## src/rtl/internal_paths_pkg.sv

```systemverilog
// Shared constants, stage record and helpers for the internal_paths_pipe slice.
package internal_paths_pkg;

    localparam int unsigned DEF_WIDTH = 8;
    localparam int unsigned DEF_DEPTH = 4;

    typedef struct packed {
        logic                 valid;
        logic [DEF_WIDTH-1:0] data;
    } stage_t;

    // Index widths never collapse to zero bits, even for tiny ranges.
    function automatic int unsigned clog2_min1(input int unsigned n);
        int unsigned r;
        r = $unsigned($clog2(n));
        if (r < 1) begin
            r = 1;
        end
        return r;
    endfunction

endpackage

```

## src/rtl/internal_paths_stage.sv

```systemverilog
// One valid+data register of the elastic pipe; loads from its predecessor when
// the advance chain lets it move.
module internal_paths_stage
    import internal_paths_pkg::*;
#(
    parameter type slot_t = stage_t
) (
    input  logic  clk,
    input  logic  rst_n,
    input  logic  adv,
    input  logic  flush,
    input  slot_t prev,
    output slot_t q
);

    always_ff @(posedge clk) begin
        if (!rst_n) begin
            q <= '0;
        end else if (flush) begin
            q.valid <= 1'b0;
        end else if (adv) begin
            q.valid <= prev.valid;
            // Data only follows real words so bubbles leave the last value in place.
            if (prev.valid) begin
                q.data <= prev.data;
            end
        end
    end

endmodule

```

## src/rtl/internal_paths_pipe.sv

```systemverilog
// Parametrised elastic register pipe with ready/valid ends and a stage tap port.
// Optional occupancy/full outputs are built when INTERNAL_PATHS_PIPE_OCC_EN is defined.
module internal_paths_pipe
    import internal_paths_pkg::*;
#(
    parameter int unsigned WIDTH = DEF_WIDTH,
    parameter int unsigned DEPTH = DEF_DEPTH,
    parameter int unsigned TAP_W = clog2_min1(DEPTH)
) (
    input  logic             clk,
    input  logic             rst_n,
    input  logic             in_valid,
    input  logic [WIDTH-1:0] in_data,
    output logic             in_ready,
    output logic             out_valid,
    output logic [WIDTH-1:0] out_data,
    input  logic             out_ready,
    input  logic             flush,
    input  logic [TAP_W-1:0] tap_sel,
    output logic [WIDTH-1:0] tap_data,
    output logic             tap_valid
`ifdef INTERNAL_PATHS_PIPE_OCC_EN
    ,
    output logic [clog2_min1(DEPTH+1)-1:0] occupancy,
    output logic                           full
`endif
);

    typedef struct packed {
        logic             valid;
        logic [WIDTH-1:0] data;
    } pipe_stage_t;

    pipe_stage_t      st   [DEPTH];
    pipe_stage_t      stin [DEPTH];
    logic [DEPTH-1:0] v;
    logic [DEPTH-1:0] adv;
    logic             blocked;

    for (genvar g = 0; g < DEPTH; g++) begin : g_stage
        if (g == 0) begin : g_head
            assign stin[g] = '{valid: in_valid, data: in_data};
        end else begin : g_link
            assign stin[g] = st[g-1];
        end

        internal_paths_stage #(
            .slot_t (pipe_stage_t)
        ) u_stage (
            .clk   (clk),
            .rst_n (rst_n),
            .adv   (adv[g]),
            .flush (flush),
            .prev  (stin[g]),
            .q     (st[g])
        );

        assign v[g] = st[g].valid;
    end

    // Ripple form of adv[i] = adv[i+1] | ~v[i], evaluated from the output end;
    // a stage is blocked only if it and everything downstream are full and stalled.
    always_comb begin
        adv     = '0;
        blocked = ~out_ready;
        for (int unsigned k = 0; k < DEPTH; k++) begin
            blocked             = blocked & v[DEPTH-1-k];
            adv[DEPTH-1-k]      = ~blocked;
        end
    end

    assign in_ready  = adv[0] & ~flush;
    assign out_valid = v[DEPTH-1];
    assign out_data  = st[DEPTH-1].data;

    always_comb begin
        tap_data  = '0;
        tap_valid = 1'b0;
        for (int unsigned i = 0; i < DEPTH; i++) begin
            if (32'(tap_sel) == i) begin
                tap_data  = st[i].data;
                tap_valid = st[i].valid;
            end
        end
    end

`ifdef INTERNAL_PATHS_PIPE_OCC_EN
    localparam int unsigned OCC_W = clog2_min1(DEPTH + 1);

    logic [OCC_W-1:0] occ;

    // Popcount of the registered valid bits, so it tracks the state after each edge.
    always_comb begin
        occ = '0;
        for (int unsigned i = 0; i < DEPTH; i++) begin
            occ = occ + OCC_W'(v[i]);
        end
    end

    assign occupancy = occ;
    assign full      = (occ == OCC_W'(DEPTH));
`endif

endmodule

```

## config.mk

```make
export PLATFORM = sky130hd
export DESIGN_NAME = internal_paths_pipe
export DESIGN_NICKNAME = d
export VERILOG_FILES = /design/src/rtl/internal_paths_pkg.sv /design/src/rtl/internal_paths_stage.sv /design/src/rtl/internal_paths_pipe.sv
export SDC_FILE = /design/constraint.sdc
export NUM_CORES = 1
export LEC_CHECK = 0
export CAP_MARGIN = 20
export CORE_MARGIN = 2
export CORE_UTILIZATION = 30
export DETAILED_ROUTE_END_ITERATION = 10
export GPL_TIMING_DRIVEN = 0
export PLACE_DENSITY = 0.53
export SYNTH_ARGS = -nofsm -noshare
export SYNTH_HDL_FRONTEND = slang
export SYNTH_SLANG_ARGS = --single-unit
```

## constraint.sdc

```tcl
create_clock -name clk -period 1.6 [get_ports clk]
set_input_delay 0.4 -clock clk [delete_from_list [all_inputs] [get_ports clk]]
set_output_delay 0.4 -clock clk [all_outputs]
set_load 0.02 [all_outputs]
```

==> results_dict.tcl <==
set metrics [dict create \
    final_cell_mix "nand3_1 (24), o21ai_0 (24), dfxtp_2 (21), a21boi_0 (16), nand2_1 (16)" \
    drc_errors 0 \
    setup_ws_ns -0.0949 \
    wl_per_cell_um 15.0 \
    crit_required_ns 1.20 \
    tightest_slew_ns 0.533 \
    hp-class "register to register" \
    period_minus_slack_ns 1.69 \
    cts_buffers 5 \
    cts_num_sinks 36 \
    ys_seq_elements 36 \
    fin_crit_sh 1.06 \
    die_width_um 79.4 \
    antenna_left 0 \
    synth_nets 194 \
    grt_pass1_vias 1338 \
    worstSetupStartpointType "register" \
    boundaryPins 34 \
    violations "setup timing" \
    htreeDepth 2 \
    viasPerCell 4.94 \
    critPathKind "register to output pin" \
    syn2layout_area_growth_pct 32.8 \
    grt_overflow_total 0 \
    dr.pass1.iters 5 \
    rows 27 \
    clock_skew_ns 0.0103 \
    grt_antenna_before_repair 0 \
    fin_area_sq_um 2270 \
    worstPathArrival_ns 1.29 \
    yosysWarnings 0 \
    nets 234 \
    cp-end-kind "output pin" \
    port_buffers 31 \
    largest_reg_flops 36 \
    syn_inst 179 \
    cts_hold_buf 0 \
    start_util 0.310 \
    critPathMaxFanout 8 \
    cts_tree "done" \
    min_path_cells 2 \
    synthTopCellsByArea "dfxtp_1 (42%), mux4_2 (12%), nand3_1 (7.0%)" \
    path_depth 2 \
    place_congestion 0.765 \
    netlist.top_cell.by_area "dfxtp_1" \
    critPathSlowestCell "mux4_2" \
    synth_area_sq_um 1710 \
    worstPathBufferInverterCount 1 \
    routed-via-count 1443 \
    rsz0062_at_grt "yes" \
    clk_latency_ns 0.29 \
    hold_viol_final 0 \
    layout-drive-gt1-share 0.277 \
    fill_cells 544 \
    die_area_sq_um 6310 \
    seq_area_frac_synth 0.422 \
    place_inst 282 \
    yosysTopAreaCellShare 0.422 \
    cpLargestDelayFamily "multiplexers" \
    die_h_um 79.4 \
    dp_hpwl_mm 3.19 \
    critPathMaxStageDelay_ns 0.49 \
    hold_slack_ns 0.482 \
    wirelength_mm 4.38 \
    grt_pass1_wl_mm 7.16 \
    setup_viol 9 \
    status "complete, but fails checks" \
    cts_max_path_buffers 2 \
    drt_iter0_markers 106 \
    final-instance-count-excl-fill 292 \
    grt_max_degree 12 \
    slew_headroom 0.644 \
    peakVddDrop_uv 333 \
    p_leak_nw 0.829 \
    maxCapViolations 0 \
    diodes 0 \
    root_buffer "clkbuf_8" \
    reg_top3 "g_stage.u_stage.q: 36 flops" \
    placed_area_sq_um 2110 \
    synth_cell_types 22 \
    path_cells "mux4_2, buf_6" \
    rr_worst_depth 4 \
    core_sq_um 5510 \
    clk_pin_slew_ns 0.07 \
    track_usage 0.151 \
    p_per_area_nw_per_um2 821 \
    top_register "g_stage.u_stage.q" \
    slew_violations 0 \
    synth_area_per_cell_sq_um 9.53 \
    fmax_ghz 0.590 \
]
## path summary, 6_finish.rpt
check | startpoint | end | slack (ns)
worst max-delay path | g_stage[3].u_stage.q[8] | tap_valid | -0.09
worst min-delay path | g_stage[0].u_stage.q[4] | g_stage[0].u_stage.q[4] | 0.48
worst max register to register | g_stage[3].u_stage.q[8] | g_stage[0].u_stage.q[7] | 0.20
worst min register to register | g_stage[0].u_stage.q[4] | g_stage[0].u_stage.q[4] | 0.48
## report_power, final
part           switching (mW)  internal [mW]  total [mW]
Sequential             0.0140          0.907       0.921
Clock                   0.328          0.462       0.790
Combinational          0.0682         0.0819       0.150
Total                   0.410           1.45        1.86
## worst register-to-register path: stages (launching register included)
cell and delay (ns):
dfxtp_4 0.37, and4b_4 0.23, buf_4 0.15, a21oi_4 0.34
mux2i_1 0.23
## cells in the mapped netlist
cell and count:
nor2b_1 4, dfxtp_1 36, buf_1 2, nand3b_1 1
and4b_4 1, nand2_1 16, buf_6 1, a21boi_0 16
buf_2 4, a21oi_1 2, mux4_2 9, nand2b_1 6
a21boi_1 8, buf_4 1, a21oi_4 1, nand4b_1 1
nand3_1 24, and3b_1 1, mux2i_1 8, nor2_1 7
clkbuf_1 6, o21ai_0 24
## per-layer routing
| layer | share of wire | vias to the layer above | GRT usage |
|---|---|---|---|
| met1 | 0.47 | 669 | 0.210 |
| met5 | 0 | - | 0 |
| li1 | - | 723 | - |
| met4 | 0.017 | 0 | 0.0569 |
| met3 | 0.050 | 6 | 0.0373 |
| met2 | 0.46 | 45 | 0.225 |
## metrics by stage
step	utilization	power (mW)	TNS [ns]	setup WS, ns
after floorplan	-	1.02	0	0.0107
after global placement	0.383	1.09	-11.12	-0.919
after detailed placement	0.383	1.09	-10.90	-0.910
after CTS	0.406	1.89	-0.734	-0.0980
after global routing	0.412	1.93	-0.882	-0.123
final	0.412	1.86	-0.551	-0.0949
## layout make-up
type	count	area, sq um	share of cell area
multi-input combinational	129	921	0.406
buffer	12	58.8	0.0259
clock buffer	6	72.6	0.0320
clock inverter	2	35.0	0.0155
sequential	36	754	0.333
tap	72	90.1	0.0397
timing repair buffer	35	335	0.148
## cells by family (layout without fill, tap and decap cells)
| group | count (synthesis) | in the layout | share of synthesized area |
|---|---|---|---|
| compound gates | 51 | 51 | 0.191 |
| simple gates | 61 | 61 | 0.180 |
| flops | 36 | 36 | 0.422 |
| mux | 17 | 17 | 0.166 |
| buf+inv | 14 | 55 | 0.0403 |
## timing repair
item                       CTS  global route
pin swaps                    1             2
gates resized for setup     92             9
setup endpoints to repair   19            15
buffers inserted             1             3
(Power assumes the default switching activity.)
